--- config.mk ---
export PLATFORM = sky130hd
export DESIGN_NAME = song_rom_bank
export DESIGN_NICKNAME = d
export VERILOG_FILES = /design/src/rtl/song_rom_bank_pkg.sv /design/src/rtl/song_rom_bank_dffre.sv /design/src/rtl/song_rom_bank.sv
export SDC_FILE = /design/constraint.sdc
export NUM_CORES = 1
export LEC_CHECK = 0
export ABC_AREA = 1
export CAP_MARGIN = 20
export CORE_ASPECT_RATIO = 1.25
export CORE_MARGIN = 1
export CORE_UTILIZATION = 35
export CTS_CLUSTER_DIAMETER = 80
export DETAILED_ROUTE_END_ITERATION = 6
export PLACE_DENSITY = 0.53
export SLEW_MARGIN = 20
export SYNTH_ARGS = -nofsm -noshare
export SYNTH_HDL_FRONTEND = slang
export SYNTH_HIERARCHICAL = 1
export SYNTH_SLANG_ARGS = --single-unit
--- constraint.sdc ---
create_clock -name clk -period 1.5 [get_ports clk]
set_clock_uncertainty 0.2 [all_clocks]
set_input_delay 0.15 -clock clk [delete_from_list [all_inputs] [get_ports clk]]
set_output_delay 0.15 -clock clk [all_outputs]
set_load 0.01 [all_outputs]
--- src/rtl/song_rom_bank_pkg.sv ---
// song_rom_bank_pkg: shared widths, entry type and the song ROM contents.
package song_rom_bank_pkg;
    localparam int NOTE_W  = 6;
    localparam int DUR_W   = 6;
    localparam int SONG_W  = 2;
    localparam int IDX_W   = 5;
    localparam int ADDR_W  = SONG_W + IDX_W;
    localparam int ENTRY_W = NOTE_W + DUR_W;
    localparam int DEPTH   = 1 << ADDR_W;

    typedef logic [ENTRY_W-1:0] entry_t;

    // Four songs of 32 slots each; index 31 of every song is always a zero rest.
    localparam entry_t SONG_TABLE [DEPTH] = '{
        12'h28C, 12'h2CC, 12'h30C, 12'h28C, 12'h30C, 12'h34C, 12'h398, 12'h28C,
        12'h2CC, 12'h30C, 12'h34C, 12'h38C, 12'h3D8, 12'h34C, 12'h30C, 12'h2CC,
        12'h28C, 12'h24C, 12'h20C, 12'h24C, 12'h28C, 12'h2CC, 12'h298, 12'h000,
        12'h000, 12'h000, 12'h000, 12'h000, 12'h000, 12'h000, 12'h000, 12'h000,
        12'h3D0, 12'h390, 12'h350, 12'h310, 12'h350, 12'h390, 12'h3D0, 12'h3E0,
        12'h410, 12'h3D0, 12'h390, 12'h350, 12'h310, 12'h2D0, 12'h290, 12'h250,
        12'h290, 12'h2D0, 12'h310, 12'h350, 12'h390, 12'h3D0, 12'h410, 12'h450,
        12'h410, 12'h3D0, 12'h390, 12'h350, 12'h310, 12'h2D0, 12'h3E0, 12'h000,
        12'h1C6, 12'h1C6, 12'h206, 12'h246, 12'h206, 12'h1C6, 12'h186, 12'h146,
        12'h186, 12'h1C6, 12'h206, 12'h24C, 12'h1C6, 12'h186, 12'h146, 12'h10C,
        12'h000, 12'h000, 12'h000, 12'h000, 12'h000, 12'h000, 12'h000, 12'h000,
        12'h000, 12'h000, 12'h000, 12'h000, 12'h000, 12'h000, 12'h000, 12'h000,
        12'h454, 12'h414, 12'h3D4, 12'h394, 12'h3D4, 12'h414, 12'h454, 12'h4A8,
        12'h454, 12'h414, 12'h3D4, 12'h394, 12'h354, 12'h314, 12'h2D4, 12'h368,
        12'h394, 12'h3D4, 12'h414, 12'h454, 12'h000, 12'h000, 12'h000, 12'h000,
        12'h000, 12'h000, 12'h000, 12'h000, 12'h000, 12'h000, 12'h000, 12'h000
    };
endpackage

--- src/rtl/song_rom_bank_dffre.sv ---
// dffre: enabled register with asynchronous active-low clear.
module dffre #(
    parameter int WIDTH = 1
) (
    input  logic             clk,
    input  logic             r,
    input  logic             en,
    input  logic [WIDTH-1:0] d,
    output logic [WIDTH-1:0] q
);
    always_ff @(posedge clk or negedge r)
        if (!r) q <= '0;
        else if (en) q <= d;
endmodule

--- src/rtl/song_rom_bank.sv ---
// song_rom_bank: four-song note ROM with a registered, one-cycle read port.
module song_rom_bank
    import song_rom_bank_pkg::*;
#(
    parameter int NOTE_W = song_rom_bank_pkg::NOTE_W,
    parameter int DUR_W  = song_rom_bank_pkg::DUR_W,
    parameter int SONG_W = song_rom_bank_pkg::SONG_W,
    parameter int IDX_W  = song_rom_bank_pkg::IDX_W
) (
    input  logic              clk,
    input  logic              r,
    input  logic              en,
    input  logic [SONG_W-1:0] song,
    input  logic [IDX_W-1:0]  note_idx,
    output logic [NOTE_W-1:0] note,
    output logic [DUR_W-1:0]  duration,
    output logic              valid
);
    localparam int EW = NOTE_W + DUR_W;

    logic [SONG_W+IDX_W-1:0] addr;
    logic [EW-1:0]           entry_d;
    logic [EW-1:0]           entry_q;
    logic                    valid_q;

    // Song in the MSBs, so each song occupies one contiguous 32-entry page.
    assign addr    = {song, note_idx};
    assign entry_d = EW'(SONG_TABLE[addr]);

    dffre #(.WIDTH(EW)) u_entry (
        .clk (clk),
        .r   (r),
        .en  (en),
        .d   (entry_d),
        .q   (entry_q)
    );

    dffre #(.WIDTH(1)) u_valid (
        .clk (clk),
        .r   (r),
        .en  (1'b1),
        .d   (en),
        .q   (valid_q)
    );

    assign note     = entry_q[EW-1:DUR_W];
    assign duration = entry_q[DUR_W-1:0];
    assign valid    = valid_q;
endmodule

==> qor.csv, run 1 <==
stage;metric;value;unit
synth;Primary FF master, synth;dfrtp_1;
power;Int Power;811.6;uW
critical_path;R2R Setup Slk;0.71;ns
critical_path;Worst setup SP type;register;
outcome;status;complete, no violations;
critical_path;CP top delay family;buffers and inverters;
synth;count leader, synth;nand2_1;
synth;Seq cells post-synth;13;
critical_path;Setup CP Type;reg -> out;
synth;top cells by area, synth;nand2_1, dfrtp_1, ha_1, nand3_1, a21oi_1;
sta;Final WS setup;0.03153;ns
placement;buffers added on ports;22;
power;Peak VDD IR;0.2327;mV
detailed_routing;Vias/cell;4.655;
sta;Period Utilization, post-route;0.9790;
synth;area share of the leading cell type in the synthesized netlist;0.2716;
floorplan;Initial Utilization;0.3637;
cts;CTS root buffer;clkbuf_8;
synth;Synth Area in Adders;0.1015;
finish;final core utilization;0.5243;
power;sw frac;0.3363;
detailed_routing;Iter 0 DRT Violations;60;
cts;CTS tree;built;
sta;Setup TNS Final;0;ns
global_routing;Tot GR Track Use;0.2006;
floorplan;row count;26;
synth;Syn Std Cell Area;1479;sq um
cts;H-tree lvl count;1;
cts;clock sinks;13;
power;sequential share of power;0.329;
global_routing;initial antenna violation count;0;
power;Comb pwr share;0.420;
finish;antenna cells;0;
critical_path;Worst Path Buf+Inv;1;
floorplan;Die ar.;4491;sq um
synth;multiplexer area fraction after synthesis;0;
run;MaxCap Viol Count;0;
power;total power;1223;uW
cts;# hold bufs at CTS;0;
critical_path;crit path DAT;1.12;ns
sta;Final Max Slew Viols;0;
power;pwr dens;573.5;nW/um^2
synth;Synth warnings;6;
power;net switching power;411.2;uW
synth;Syn Area/Cell;6.137;sq um
synth;Async S/R FF share, synth;1.000;
placement;routability cong.;0.9123;
critical_path;highest-delay cell along the critical path;clkdlybuf4s50_1;
detailed_routing;final wirelength;4133;microns
global_routing;gr ovfl total;0;
cts;total CTS buffers;3;
detailed_routing;DRC errors left;0;
critical_path;CP Capture Type;primary output;
floorplan;Ports;23;
critical_path;Critical Path RT;1.15;ns
sta;Hold Fails Final Rpt;0;
synth;Mapped Cells;241;
global_routing;vias in the first global route;1512;
detailed_routing;average routed wire per standard cell;11.68;microns
sta;RSZ-0062 raised after global routing;no;
synth;Seq/Total Area, Yosys;0.2200;
synth;Commonest cells post-synth;nand2_1, nand3_1, nor2_1;
floorplan;area of the core;4066;sq um
power;leakage dissipation;0.001198;uW
sta;Final setup viols;0;
global_routing;largest net degree at the start of global routing;18;
sta;post-layout minimum cycle time;1.468;ns
synth;main combinational cell family by area after synthesis;simple AND/OR/NAND/NOR gates;
synth;post-synth cell types;26;
synth;EDFF count, synth;0;
critical_path;worst-path fanout max;2;
cts;Clock Latency Late Sink;0.24;ns
cts;clk slew on worst S/H paths;0.05;ns
placement;DP Worst Slack;-0.5099;ns
hold_path;Hold Path Class;in -> async;
critical_path;reg-to-reg startpoint;u_entry/q[7]$_DFFE_PN0P_;
sta;fmax;0.6810;GHz
finish;area grow syn2layout;44.16;%
critical_path;beginning of the critical path;u_entry/q[8]$_DFFE_PN0P_;
global_routing;first-pass GRT wire length;6844;microns
critical_path;worst r2r path cells;2;
critical_path;worst-path cell chain;clkdlybuf4s50_1;
detailed_routing;via count;1648;
finish;share of cells above drive strength 1;0.2752;
critical_path;RR Endpoint;u_entry/q[7]$_DFFE_PN0P_;
detailed_routing;Post-DRT Antenna Nets;0;
synth;simple-gate portion of the synthesized area;0.4560;
finish;final net count;321;
synth;Synth Area in XOR/XNOR;0;
critical_path;slowest cell delay on critical path;0.53;ns
finish;Fill cells;437;
power;clock network power share;0.251;
synth;largest area contributor in the netlist;nand2_1;
cts;Clock Path Buffers;2;
placement;Post-DP HPWL;3293;microns
detailed_routing;detailed-router iteration count before antenna repair;4;
synth;complex-gate fraction of the synthesized area;0.09814;
sta;hold_ws;0.01427;ns
floorplan;Die H;74.68;microns
floorplan;Die Wd;60.14;microns
## placed cells by master (no fill, tap or decap), types with 2 or more instances in the layout
cell type        instances
a21oi_1                  8
ha_2                     3
ha_1                     6
nor2_2                   5
buf_6                    4
clkbuf_8                 3
dlymetal6s2s_1           7
dlygate4sd2_1            2
nand4_1                  4
inv_4                    2
inv_2                    6
nand2_1                103
nand2_2                  6
o21ai_0                  3
clkbuf_2                 2
dfrtp_1                 13
inv_1                   10
a21oi_2                  6
nor2_1                  14
buf_4                   35
nand3_1                 21
nand2_4                  3
ha_4                     3
conb_1                   4
o21ai_1                  5
clkdlybuf4s50_1         10
## flip-flops by register name (all words and copies together) (netlist names)
register,flops
u_valid/q,1
u_entry/q,12
## power groups by stage
| stage | Sequential, uW | Clock [uW] | Combinational (uW) |
|---|---|---|---|
| 2_1_floorplan | 426 | 0 | 251 |
| 3_3_place_gp | 409 | 0 | 485 |
| 3_5_place_dp | 410 | 0 | 484 |
| 4_1_cts | 404 | 317 | 505 |
| 5_1_grt | 406 | 335 | 574 |
| 6_report | 402 | 307 | 514 |
## worst max path at each step
stage,end,slack [ns],cells after the start
2_1_floorplan,u_entry/q[8]$_DFFE_PN0P_,0.11,9
3_3_place_gp,u_entry/q[7]$_DFFE_PN0P_,-0.53,10
3_5_place_dp,u_entry/q[7]$_DFFE_PN0P_,-0.51,10
4_1_cts,u_entry/q[7]$_DFFE_PN0P_,0.004,10
5_1_grt,duration[0],0.0001,1
6_report,note[2],0.03,1
## cell type report
cell class / count / area, sq um / share of cell area
inverter: 19 / 81.33 / 0.03815
multi-input combinational: 201 / 1077 / 0.5053
tap: 56 / 70.07 / 0.03286
timing repair buffer: 61 / 533.0 / 0.2500
clock buffer: 4 / 45.04 / 0.02113
sequential: 13 / 325.3 / 0.1526
## per-stage QoR
stage                     cells  cell area, sq um
after detailed placement    347              1947
after floorplan             243              1486
after CTS                   352              2056
after global routing        354              2132
after global placement      347              1947
final                       354              2132
## per-layer routing
layer	vias up	wire, microns	track usage
met4	0	146	0.1189
met2	44	2049	0.3468
li1	881	-	-
met3	12	131	0.01203
met1	711	1806	0.2413
met5	-	0	0
## cell families after synthesis
family          after synthesis
flops                        13
buf+inv                      29
simple gates                159
fa+ha+maj                    12
other cells                   2
compound gates               26
## timing repair
action	4_1_cts	5_1_grt
endpoints found under the hold margin	0	0
pin swaps	2	0
setup endpoints to repair	9	15
gates cloned	1	0
gates resized for setup	27	24
buffers inserted	0	2
Note: power is estimated with default switching activity, not from simulation.
==> run 2, diff against run 1 <==
- CAP_MARGIN: 20 -> not set
==> results of run 2 <==
No change in the layout: final DEF, timing and power equal those of run 1.
